### config.mk
export PLATFORM = sky130hd
export DESIGN_NAME = gray_key_encoder
export DESIGN_NICKNAME = d
export VERILOG_FILES = /design/src/rtl/gray_key_encoder.sv
export SDC_FILE = /design/constraint.sdc
export NUM_CORES = 1
export LEC_CHECK = 0
export ABC_AREA = 1
export BUFFER_PORTS_ARGS = -buffer_cell sky130_fd_sc_hd__buf_4
export CORE_ASPECT_RATIO = 1.2
export CORE_MARGIN = 2
export CORE_UTILIZATION = 55
export DETAILED_ROUTE_END_ITERATION = 16
export PLACE_DENSITY = 0.79
export SYNTH_ARGS = -nofsm -noshare
export SYNTH_HDL_FRONTEND = slang
export SYNTH_SLANG_ARGS = --single-unit
### constraint.sdc
create_clock -name clk -period 2.3 [get_ports clk]
set_input_delay 0.46 -clock clk [delete_from_list [all_inputs] [get_ports clk]]
set_output_delay 0.46 -clock clk [all_outputs]
set_load 0.005 [all_outputs]
### src/rtl/gray_key_encoder.sv
// Key-to-index lookup table with a one-deep output register, optional Gray
// encoding of the matched index and a saturating miss counter.
module gray_key_encoder #(
  parameter int unsigned NR_KEY    = 4,
  parameter int unsigned KEY_WIDTH = 4,
  parameter int unsigned IDX_WIDTH = 2,
  parameter int unsigned GRAY      = 1,
  parameter int unsigned DEF_IDX   = 0,
  parameter int unsigned CNT_WIDTH = 8
) (
  input  logic                 clk,
  input  logic                 rst_n,
  input  logic                 wr_en,
  input  logic [IDX_WIDTH-1:0] wr_idx,
  input  logic [KEY_WIDTH-1:0] wr_key,
  input  logic                 clr,
  input  logic                 in_valid,
  output logic                 in_ready,
  input  logic [KEY_WIDTH-1:0] in_key,
  output logic                 out_valid,
  input  logic                 out_ready,
  output logic                 out_hit,
  output logic [IDX_WIDTH-1:0] out_idx,
  output logic [CNT_WIDTH-1:0] miss_cnt
);

  localparam logic [IDX_WIDTH-1:0] DEF_IDX_V = IDX_WIDTH'(DEF_IDX);
  localparam logic [CNT_WIDTH-1:0] CNT_MAX   = '1;

  logic [KEY_WIDTH-1:0] r_key [NR_KEY];
  logic [NR_KEY-1:0]    r_valid;
  logic                 r_out_valid;
  logic                 r_out_hit;
  logic [IDX_WIDTH-1:0] r_out_idx;
  logic [CNT_WIDTH-1:0] r_miss_cnt;

  logic                 w_accept;
  logic                 w_hit;
  logic [IDX_WIDTH-1:0] w_bin_idx;
  logic [IDX_WIDTH-1:0] w_enc_idx;

  assign in_ready  = !r_out_valid || out_ready;
  assign w_accept  = in_valid && in_ready;
  assign out_valid = r_out_valid;
  assign out_hit   = r_out_hit;
  assign out_idx   = r_out_idx;
  assign miss_cnt  = r_miss_cnt;

  // Priority match over the current table contents; the lowest index wins.
  always_comb begin
    w_hit     = 1'b0;
    w_bin_idx = '0;
    for (int i = 0; i < int'(NR_KEY); i++) begin
      if (!w_hit && r_valid[i] && (r_key[i] == in_key)) begin
        w_hit     = 1'b1;
        w_bin_idx = IDX_WIDTH'(i);
      end
    end
  end

  assign w_enc_idx = (GRAY != 0) ? (w_bin_idx ^ (w_bin_idx >> 1)) : w_bin_idx;

  // Table storage; clr beats a coincident write, out-of-range writes match no entry.
  always_ff @(posedge clk or negedge rst_n) begin
    if (!rst_n) begin
      r_valid <= '0;
      for (int i = 0; i < int'(NR_KEY); i++) begin
        r_key[i] <= '0;
      end
    end else if (clr) begin
      r_valid <= '0;
    end else if (wr_en) begin
      for (int i = 0; i < int'(NR_KEY); i++) begin
        if (wr_idx == IDX_WIDTH'(i)) begin
          r_key[i]   <= wr_key;
          r_valid[i] <= 1'b1;
        end
      end
    end
  end

  // Result register: load on accept, drop when drained without a new accept.
  always_ff @(posedge clk or negedge rst_n) begin
    if (!rst_n) begin
      r_out_valid <= 1'b0;
      r_out_hit   <= 1'b0;
      r_out_idx   <= '0;
    end else if (w_accept) begin
      r_out_valid <= 1'b1;
      r_out_hit   <= w_hit;
      r_out_idx   <= w_hit ? w_enc_idx : DEF_IDX_V;
    end else if (out_ready) begin
      r_out_valid <= 1'b0;
    end
  end

  // Saturating miss counter, untouched by clr.
  always_ff @(posedge clk or negedge rst_n) begin
    if (!rst_n) begin
      r_miss_cnt <= '0;
    end else if (w_accept && !w_hit && (r_miss_cnt != CNT_MAX)) begin
      r_miss_cnt <= r_miss_cnt + CNT_WIDTH'(1);
    end
  end

endmodule

==> flow_summary.toml <==
[global_routing]
antenna_found_initial = 0
grt_max_degree = 33
grt_pass1_wl_mm = 6.08
gr-usage-all-layers_pct = 24.2
grt_pass1_vias = 1393
overflow = 0

[yosys]
synth_sequential_area_ratio_pct = 48.1
yosys.area_share.adder_pct = 0.752
syn_area_per_cell_um2 = 7.96
synth-warning-count = 0
synth.net_count = 226
postSynthCellCount = 209
syn-cell-area_um2 = 1660
post_synth_mux_area_share_pct = 0
synth-xor-area-share_pct = 4.74
synth_top_family_by_area = "simple AND/OR/NAND/NOR gates"
netlist-cell-type-count = 23
synth_compound_gate_area_share_pct = 8.27
synth.top_cell.area_share_pct = 48.1
simple_logic_cell_fraction_of_the_synthesized_area_pct = 30.7
ys_seq_elements = 32
synth_top_cell_by_area = "sky130_fd_sc_hd__dfrtp_1"
synth.top_cells.by_area = "sky130_fd_sc_hd__dfrtp_1, sky130_fd_sc_hd__nand2_1, sky130_fd_sc_hd__o21ai_0"

[setup_path]
worstPathBufferInverterCount = 0
setup.worst_path.start_class = "flip-flop"
critical_path.slowest_cell = "sky130_fd_sc_hd__dfrtp_1"
reg2reg_slack_ns = 0.68
crit_family = "simple AND/OR/NAND/NOR gates"
cp_max_fo = 9
max_stage_delay_ns = 0.44
critical_path_arrival_ns = 1.90
critPathMostFrequentCell = "sky130_fd_sc_hd__nand2_1"
reg2regPathDepth = 7
data_required_time_of_the_worst_path_ns = 2.58
worstPathCellList = "ha_1, nand2_1, nor3b_2, nand3_2, nand3_4, nand2_1, nand2_1"
endpoint_kind = "flip-flop"
worst_r2r_startpoint = "miss_cnt[0]"
worstSetupPathType = "flip-flop to flip-flop"
reg_to_reg_critical_path_endpoint = "miss_cnt[6]"

[cells_and_area]
multi_input_comb_area_um2 = 739
final_net_count = 260
final_layout_size_suffix_gt1_share_pct = 18.5
antenna_cells_inserted = 0
layout-area-overhead-vs-synth_pct = 18.4
layout.filler_cells = 264
layout.area.seq_um2 = 801

[clock_tree]
post-cts-setup-buffers = 0
clk_transition_reported_paths_ns = 0.10
cts_htree_levels = 2
post_cts_hold_buffer_count = 0
clk-insertion-delay-late_ns = 0.34
clock_sink_count = 32
clockBufferDepth = 2
cts_tree = "done"
cts_inserted_buffers = 5
clockRootBuffer = "sky130_fd_sc_hd__clkbuf_4"
post_cts.resized_instances = 0

[job]
maxCapViolCount = 0

[pwr]
worst_vdd_ir_mv = 0.586
swShare_pct = 32.4
share_of_power_burned_in_the_clock_network_pct = 24.3
switchingPower_uw = 482
cellLeakagePower_nw = 1.07
power.density_nw_per_um2 = 756
combinationalPowerShare_pct = 24.8
power_frac_seq_pct = 50.9
power.total_mw = 1.49
internal_power_mw = 1.01

[floorplan]
row_count = 21
ios = 29
floorplan.die.width_um = 54.2
design.die.area_um2 = 3480
initial_utilization_pct = 58.6
chipHeight_um = 64.3
floorplan.core_area_um2 = 2840

[place]
dp_slack_ns = 0.613
place_congestion = 0.797
hpwl_mm = 2.69
placement.io_buffers = 28

[drt]
antenna_violating_nets_remaining = 0
via_per_inst = 5.12
routed_wire_length_per_instance_um = 12.9
dr_total_vias = 1417
detail_route.wirelength_mm = 3.57
remaining_drc_errors = 0
drt_iter0_drc = 43
dr.pass1.iters = 4

[timing]
final.period_utilization_pct = 70.6
min_period_ns = 1.62
achievable_freq_mhz = 616
totalNegativeSetupSlack_ns = 0
timing.clock.skew_ns = 0.00988
hold_violations_final = 0
report.final.slew_viol_count = 0
report.final.setup_viol = 0
postLayoutSetupSlackWorst_ns = 0.676
max-slew-margin-rel_pct = 72.5
max_slew.worst_pin.slew_ns = 0.412
grt_setup_unrepaired = "false"

[worst_hold_path]
hold_path.class = "primary input to async pin"

[run_status]
outcome = "finished, final reports clean"
cell type report:
cell class,count,share of cell area (%)
repair buffers,28,10.7
well taps,34,2.16
flip-flops and latches,32,40.6
multi-input cells,146,37.5
inverters,30,5.71
clock buffers,7,3.30
Yosys cell counts:
library cell and count:
sky130_fd_sc_hd__a21oi_1 2, sky130_fd_sc_hd__buf_6 1, sky130_fd_sc_hd__dfrtp_1 32, sky130_fd_sc_hd__ha_1 1, sky130_fd_sc_hd__inv_1 28, sky130_fd_sc_hd__inv_2 2
sky130_fd_sc_hd__nand2_1 70, sky130_fd_sc_hd__nand3_1 10, sky130_fd_sc_hd__nand3_2 2, sky130_fd_sc_hd__nand3_4 1, sky130_fd_sc_hd__nand4_1 8, sky130_fd_sc_hd__nor2_1 10
sky130_fd_sc_hd__nor2_2 2, sky130_fd_sc_hd__nor2_4 1, sky130_fd_sc_hd__nor2_8 1, sky130_fd_sc_hd__nor3_1 2, sky130_fd_sc_hd__nor3b_2 1, sky130_fd_sc_hd__o211ai_1 1
sky130_fd_sc_hd__o21ai_0 23, sky130_fd_sc_hd__o21ai_1 1, sky130_fd_sc_hd__or2_0 1, sky130_fd_sc_hd__xnor2_1 2, sky130_fd_sc_hd__xor2_1 7
worst max path at each step:
stage | start | to | cells past startpoint | slack [ns]
CTS | miss_cnt[0] | miss_cnt[3] | 7 | 0.68
finish | miss_cnt[0] | miss_cnt[6] | 7 | 0.68
global route | miss_cnt[1] | miss_cnt[7] | 7 | 0.53
global placement | in_key[3] | miss_cnt[2] | 9 | 0.62
detailed placement | in_key[0] | miss_cnt[3] | 11 | 0.61
floorplan | miss_cnt[0] | miss_cnt[2] | 7 | 0.90
cell families (layout without fill, tap and decap cells):
| kind of cell | after synthesis | after routing |
|---|---|---|
| xor+xnor | 9 | 9 |
| buf+inv | 31 | 65 |
| simple gates | 109 | 109 |
| fa+ha+maj | 1 | 1 |
| compound gates | 27 | 27 |
| flops | 32 | 32 |
through the flow:
| stage | util (%) | area [um^2] | hold WS (ns) | cells |
|---|---|---|---|---|
| 2_1_floorplan | - | 1660 | 0.164 | 209 |
| 3_3_place_gp | 67.2 | 1910 | 0.420 | 270 |
| 3_5_place_dp | 67.2 | 1910 | 0.424 | 270 |
| 4_1_cts | 69.4 | 1970 | 0.0544 | 277 |
| 5_1_grt | 69.4 | 1970 | 0.0549 | 277 |
| 6_report | 69.4 | 1970 | 0.0426 | 277 |
cells in the final DEF, fill, tap and decap left out, drive strengths merged, types with 7 or more instances in the layout:
| cell | instances |
|---|---|
| buf | 28 |
| clkbuf | 7 |
| dfrtp | 32 |
| inv | 30 |
| nand2 | 70 |
| nand3 | 13 |
| nand4 | 8 |
| nor2 | 14 |
| o21ai | 24 |
| xor2 | 7 |
worst register-to-register path: stages, from the launching register on:
cell and delay (ns):
sky130_fd_sc_hd__dfrtp_1 0.44, sky130_fd_sc_hd__ha_1 0.21, sky130_fd_sc_hd__nand2_1 0.09, sky130_fd_sc_hd__nor3b_2 0.27, sky130_fd_sc_hd__nand3_2 0.24, sky130_fd_sc_hd__nand3_4 0.20
sky130_fd_sc_hd__nand2_1 0.06, sky130_fd_sc_hd__nand2_1 0.06
routing by layer:
layer	global-route usage (%)	part of all wire [%]
met1	28.0	41
met2	41.7	53
met3	7.01	4.9
met4	7.50	1.8
met5	0	0
sequential cells by signal (all words and copies together), names as in the netlist:
name	flops
miss_cnt	8
out_hit	1
out_idx	2
out_valid	1
r_key	16
r_valid	4
power by group through the flow:
stage | combinational, mW | clock, mW | sequential, mW
floorplan | 0.220 | 0 | 0.748
global placement | 0.358 | 0 | 0.763
detailed placement | 0.372 | 0 | 0.766
CTS | 0.375 | 0.367 | 0.755
global route | 0.433 | 0.392 | 0.772
finish | 0.370 | 0.362 | 0.757
Note: power is estimated with default switching activity, not from simulation.
